===== src/rtl/mul_seq_ctrl.sv =====
// ---------------------------------------------------------------------------
// mul_seq_ctrl
//   Sequencer for the iterative 64-bit multiplier in the EX stage. It detects
//   a MUL in EX (mush code 2'b10), issues a start strobe, steps the
//   multiplier STEPS times, and then presents the product. IF/ID/EX are
//   stalled until the product is ready. A branch flush aborts the sequence,
//   and a downstream hold keeps the product presented. Two saturating
//   performance counters track completed MULs and MUL stall cycles.
//
// Ports
//   i_clk          system clock, rising edge
//   i_reset        asynchronous reset, active-low (0 = reset)
//   i_ex_valid     EX stage holds a live instruction
//   i_ex_mush      decoder mush code of the EX instruction (2'b10 = MUL)
//   i_flush        branch taken: kill IF/ID/EX contents this cycle
//   i_hold_in      downstream (MEM/WB) stall
//   o_stall        freeze PC, IF/ID and ID/EX
//   o_mul_start    load operands into the multiplier, clear the accumulator
//   o_mul_step     advance the multiplier one step
//   o_mul_done     product valid for EX/MEM capture
//   o_busy         sequencer is not idle
//   o_step_cnt     remaining multiplier steps (debug)
//   o_mul_total    completed MULs, saturating
//   o_stall_total  cycles this block asserted stall, saturating
// ---------------------------------------------------------------------------
module mul_seq_ctrl #(
  parameter int STEPS = 8,
  parameter int CNT_W = 32
) (
  input  logic                         i_clk,
  input  logic                         i_reset,
  input  logic                         i_ex_valid,
  input  logic [1:0]                   i_ex_mush,
  input  logic                         i_flush,
  input  logic                         i_hold_in,
  output logic                         o_stall,
  output logic                         o_mul_start,
  output logic                         o_mul_step,
  output logic                         o_mul_done,
  output logic                         o_busy,
  output logic [$clog2(STEPS+1)-1:0]   o_step_cnt,
  output logic [CNT_W-1:0]             o_mul_total,
  output logic [CNT_W-1:0]             o_stall_total
);

  localparam int CW = $clog2(STEPS+1);

  typedef enum logic [1:0] {
    S_IDLE = 2'd0,
    S_RUN  = 2'd1,
    S_DONE = 2'd2
  } state_t;

  state_t            r_state;
  logic [CW-1:0]     r_step_cnt;
  logic [CNT_W-1:0]  r_mul_total;
  logic [CNT_W-1:0]  r_stall_total;

  logic              w_is_mul;
  logic              w_stall;
  logic              w_start;
  logic              w_step;
  logic              w_done;

  // Counters stick at all-ones instead of wrapping.
  function automatic logic [CNT_W-1:0] sat_inc(input logic [CNT_W-1:0] v);
    return (&v) ? v : v + CNT_W'(1);
  endfunction

  assign w_is_mul = i_ex_valid & (i_ex_mush == 2'b10);

  // Strobes are decoded from the registered state combined with the current
  // inputs: the pipeline must see the stall in the same cycle the MUL enters
  // EX, and a flush must drop every strobe in the cycle it occurs. Gating
  // with i_reset keeps every output at 0 while reset is held, even though
  // the inputs may still show a MUL.
  always_comb begin
    w_stall = 1'b0;
    w_start = 1'b0;
    w_step  = 1'b0;
    w_done  = 1'b0;
    if (i_reset && !i_flush) begin
      case (r_state)
        S_IDLE: begin
          w_start = w_is_mul;
          w_stall = w_is_mul;
        end
        S_RUN: begin
          w_step  = 1'b1;
          w_stall = 1'b1;
        end
        S_DONE: begin
          w_done  = 1'b1;
          w_stall = i_hold_in;
        end
        default: ;
      endcase
    end
  end

  assign o_stall       = w_stall;
  assign o_mul_start   = w_start;
  assign o_mul_step    = w_step;
  assign o_mul_done    = w_done;
  assign o_busy        = i_reset & (r_state != S_IDLE);
  assign o_step_cnt    = i_reset ? r_step_cnt    : '0;
  assign o_mul_total   = i_reset ? r_mul_total   : '0;
  assign o_stall_total = i_reset ? r_stall_total : '0;

  always_ff @(posedge i_clk or negedge i_reset) begin
    if (!i_reset) begin
      r_state       <= S_IDLE;
      r_step_cnt    <= '0;
      r_mul_total   <= '0;
      r_stall_total <= '0;
    end else begin
      if (w_stall)
        r_stall_total <= sat_inc(r_stall_total);

      if (i_flush) begin
        // Aborted MUL: back to idle, nothing counted as completed.
        r_state    <= S_IDLE;
        r_step_cnt <= '0;
      end else begin
        case (r_state)
          S_IDLE: begin
            if (w_is_mul) begin
              r_state    <= S_RUN;
              r_step_cnt <= CW'(STEPS);
            end
          end
          S_RUN: begin
            r_step_cnt <= r_step_cnt - CW'(1);
            // Leaving on the last step gives exactly STEPS step cycles.
            if (r_step_cnt == CW'(1))
              r_state <= S_DONE;
          end
          S_DONE: begin
            // EX still holds the finished MUL here, so mush is ignored.
            if (!i_hold_in) begin
              r_state     <= S_IDLE;
              r_mul_total <= sat_inc(r_mul_total);
            end
          end
          default: begin
            r_state    <= S_IDLE;
            r_step_cnt <= '0;
          end
        endcase
      end
    end
  end

endmodule


===== config.mk =====
export PLATFORM = sky130hd
export DESIGN_NAME = mul_seq_ctrl
export DESIGN_NICKNAME = d
export VERILOG_FILES = /design/src/rtl/mul_seq_ctrl.sv
export SDC_FILE = /design/constraint.sdc
export NUM_CORES = 1
export LEC_CHECK = 0
export ABC_AREA = 1
export ABC_CLOCK_PERIOD_IN_PS = 4000
export CAP_MARGIN = 20
export CORE_ASPECT_RATIO = 0.75
export CORE_MARGIN = 8
export CORE_UTILIZATION = 40
export CTS_CLUSTER_DIAMETER = 120
export DETAILED_ROUTE_END_ITERATION = 8
export GPL_TIMING_DRIVEN = 0
export HOLD_SLACK_MARGIN = 0.15
export PLACE_DENSITY = 0.62
export SYNTH_ARGS = -nofsm -noshare
export SYNTH_HDL_FRONTEND = slang
export SYNTH_SLANG_ARGS = --single-unit

===== constraint.sdc =====
create_clock -name i_clk -period 4 [get_ports i_clk]
set_input_delay 0.8 -clock i_clk [delete_from_list [all_inputs] [get_ports i_clk]]
set_output_delay 0.8 -clock i_clk [all_outputs]
set_load 0.02 [all_outputs]

Word level (Yosys, flattened, before mapping)
Index checks and enable logic that the tools add are counted.
- multiplexer cells: 19
- add/subtract/negate cells: 3
- eq/ne operators: 8
- reductions and logical operators: 10
- bitwise logic cells: 6
- operators by type and width (operator ; count):
    32-bit by 1-bit adder with 32-bit output, second input constant ; 2
    32-bit two-way mux ; 2
    32-bit AND reduction ; 2
    4-bit two-way mux ; 3
    4-bit one-hot mux with 3 select lines ; 1
    3-bit != test, second input constant ; 3
    2-bit two-way mux ; 4
    1-bit two-way mux ; 7
    2-bit one-hot mux with 3 select lines ; 1
    2-bit equality test, second input constant ; 2
    4-bit by 1-bit equality test with 1-bit output, second input constant ; 1
    1-bit NOT ; 4
    2-bit AND reduction ; 2
    4-bit AND reduction ; 1
    4-bit by 1-bit subtractor with 4-bit output, second input constant ; 1
    1-bit one-hot mux with 3 select lines ; 1
    3-bit AND reduction ; 1
    1-bit AND ; 2
    2-bit by 1-bit equality test with 1-bit output, second input constant ; 1
    2-bit zero test ; 1
    2-bit != test, second input constant ; 1
    2-bit nonzero test ; 1
    1-bit logical AND ; 1
    1-bit zero test ; 1
- word-level logic and storage cells: 50
- output and inout bits: 73
- register bits: 70
- input bits: 7

Logic depth before layout (Yosys ltp)
- word-level depth: 5
- gate-level depth with buffers: 11
- depth with buffers taken out: 10

Worst setup path before layout
OpenSTA, ideal clock, no wires.
- path kind: input -> output
- start point: input port i_reset
- end point: output port o_stall_total[12]
- setup slack: 1489 ps
- stages on the path: 5
- required time: 3200 ps
- path buffers: 3
- arrival time: 1711 ps
- cell sequence: buf_2 -> clkbuf_1 -> clkbuf_1 -> nand2_1 -> inv_1
- word-level cells in the longest chain between the ends: 1
- RTL lines (item ; line ; source):
    from (decl) ; 31 ; input logic i_reset,
    32-bit two-way mux ; 108 ; assign o_stall_total = i_reset ? r_stall_total : '0;
    to (decl) ; 43 ; output logic [CNT_W-1:0] o_stall_total
No other way between the ends.

Worst setup path in the final report
- start point: input port i_reset
- end point: output port o_stall_total[28]
Same word-level chain as after synthesis.

==> out/qor.csv <==
metric,value,unit
drc,0,
netlist_area,0.00522,sq mm
h-tree-depth,3,
fin_crit_sh,0.955,
clock_latency,0.34,ns
arrival,3.02,ns
gp_congestion,1.02,
hpwlAfterDp,12.1,mm
clkSlewWorstSetupHoldPaths,0.06,ns
layout-drive-gt1-share,0.0502,
worstMarginPinSlew,0.586,ns
rsz0062_at_grt,false,
wl,15.3,mm
grt_first_pass_wirelength,24.9,mm
whs,0.315,ns
wl_met3,1.56,mm
overflow,0,
startpoint_type,input port,
port_buffers,79,
placed_cells_incl_taps,1113,
skew,0.0151,ns
grt_usage,0.185,
die_w,148,microns
final_common_cell,nand2_1,
critical_path_required,3.20,ns
syn_to_final_growth,25.9,%
max_cap_violations,0,
power.leakage,3.44,nW
max_slew_margin,0.609,
finalSetupViolCount,0,
cts_tree,built,
finalNonFillerCells,1128,
vias_per_cell,4.67,
fin_area,0.00657,sq mm
grt_max_degree,49,
powerDensity,347,mW/mm^2
dr.pass1.iters,5,
crit_path_end_kind,output port,
layout_common_cells,"nand2_1, nor2_1, inv_1, clkdlybuf4s50_1, dfrtp_1",
antenna_found_initial,0,
post-place-ws,-0.394,ns
met1Wirelength,8.21,mm
cts_made_buffers,9,
synth_nets,873,
synthCells,862,
fmax,262,MHz
vias,5272,
post_cts_buffers,0,
ys_ff_latch,70,
hp-class,in2async,
synth_cell_type_count,26,
crit_path_max_fanout,48,
synth.avg_cell_area,6.05,sq um
placed_area,0.00625,sq mm
die_y,115,microns
p_total,2.28,mW
detail_route.wl_per_cell,13.6,microns
coreArea,0.0129,sq mm
design.portCount,80,
grt_pass1_vias,4796,
dr_wl_met2,5.40,mm
maxSlewViolCount,0,
numClockSinks,70,
tns,0,ns
final_hold_viol_count,0,
yosys_warnings,0,
fin_ws,0.181,ns
ys_seq_area_frac,0.336,
drt-initial-drc-count,425,
die_area,0.0170,sq mm
layout.nets,964,
finalCriticalPeriod,3.82,ns
cts-root-buf,clkbuf_16,
top_layer,met4,
num-fill-cells,1381,
ir_worst_vdd,0.236,mV
rows,36,
initial_core_util,0.405,
post-route-util,0.510,
antenna_cells,0,
antenna_left,0,
status,"finished, final reports clean",
cts_buffer_depth,2,
worst-setup-path-type,in2out,
## cells in the mapped netlist
| cell | number | area, sq um |
|---|---|---|
| nor3_1 | 2 | 10.0 |
| inv_2 | 2 | 7.51 |
| o21ai_0 | 10 | 50.1 |
| nor2_1 | 112 | 420 |
| buf_2 | 2 | 10.0 |
| inv_1 | 100 | 375 |
| buf_6 | 4 | 45.0 |
| dfrtp_1 | 70 | 1750 |
| xnor2_1 | 17 | 149 |
| nand2_2 | 2 | 12.5 |
| a21oi_1 | 1 | 5.00 |
| nand2_1 | 445 | 1670 |
| nor2_4 | 4 | 45.0 |
| ha_1 | 4 | 50.1 |
| xor2_1 | 15 | 131 |
| nand2_4 | 4 | 45.0 |
| and2_1 | 2 | 12.5 |
| clkbuf_1 | 7 | 26.3 |
| nand3_2 | 2 | 20.0 |
| nand3_1 | 13 | 65.1 |
| nand4_1 | 7 | 43.8 |
| buf_4 | 6 | 45.0 |
| inv_4 | 2 | 12.5 |
| o22ai_1 | 2 | 12.5 |
| nand3b_1 | 26 | 195 |
| o211ai_1 | 1 | 7.51 |
## state kept, by name, summed over array words and instances, names as in the netlist
signal,flops
r_stall_total,32
r_step_cnt,4
r_state,2
r_mul_total,32
## area by class of cell
cell class	count	area, sq um	area share
clock inverters	6	86.3	0.0131
plain buffers	19	133	0.0202
well taps	171	214	0.0326
flip-flops and latches	70	1750	0.267
repair buffers	80	820	0.125
clock buffers	9	225	0.0343
inverters	104	395	0.0602
multi-input cells	669	2950	0.448
## worst paths after layout
path	startpoint	end	slack, ns	cells after the start
setup reg to reg	r_mul_total[0]$_DFFE_PN0P_	r_mul_total[21]$_DFFE_PN0P_	1.91	11
hold / removal	i_reset	r_mul_total[30]$_DFFE_PN0P_	0.32	1
hold reg to reg	r_mul_total[30]$_DFFE_PN0P_	r_mul_total[30]$_DFFE_PN0P_	0.55	2
setup / recovery	i_reset	o_stall_total[28]	0.18	8
max in group asynchronous	i_reset	r_stall_total[31]$_DFFE_PN0P_	3.15	2
min in group i_clk	r_mul_total[30]$_DFFE_PN0P_	r_mul_total[30]$_DFFE_PN0P_	0.55	2
## critical path, stage by stage
cell	delay (ns)
buf_6	0.22
buf_16	0.26
buf_2	0.30
clkbuf_4	0.29
clkbuf_2	0.28
nand2_1	0.10
inv_1	0.09
clkdlybuf4s50_1	0.61
## layer usage
metal  up-vias  global-route usage
met1      2320               0.285
met3        12              0.0613
li1       2765                   -
met2       175               0.237
met4         0              0.0400
met5         -                   0
## cells by family after synthesis
group	Yosys count	share of synthesized area
buffers and inverters	123	0.100
AO/OA/AOI/OAI	14	0.0144
adder cells (fa/ha/maj)	4	0.00959
AND/OR/NAND/NOR	619	0.487
flip-flops	70	0.336
XOR/XNOR	32	0.0537
## repair_timing
action                                  4_1_cts  5_1_grt
endpoints found under the setup margin       20        7
pin swaps                                     0        0
hold buffers                                  0        0
gates resized for setup                       4        1
endpoints found under the hold margin         0        0
## power by group
part	leakage (nW)	switching (mW)	total, mW	internal [mW]
clock	0.152	0.323	0.865	0.543
combinational	2.32	0.348	0.568	0.220
sequential	0.965	0.0763	0.847	0.771
total	3.44	0.747	2.28	1.53
Power figures use the tool's default switching activity.
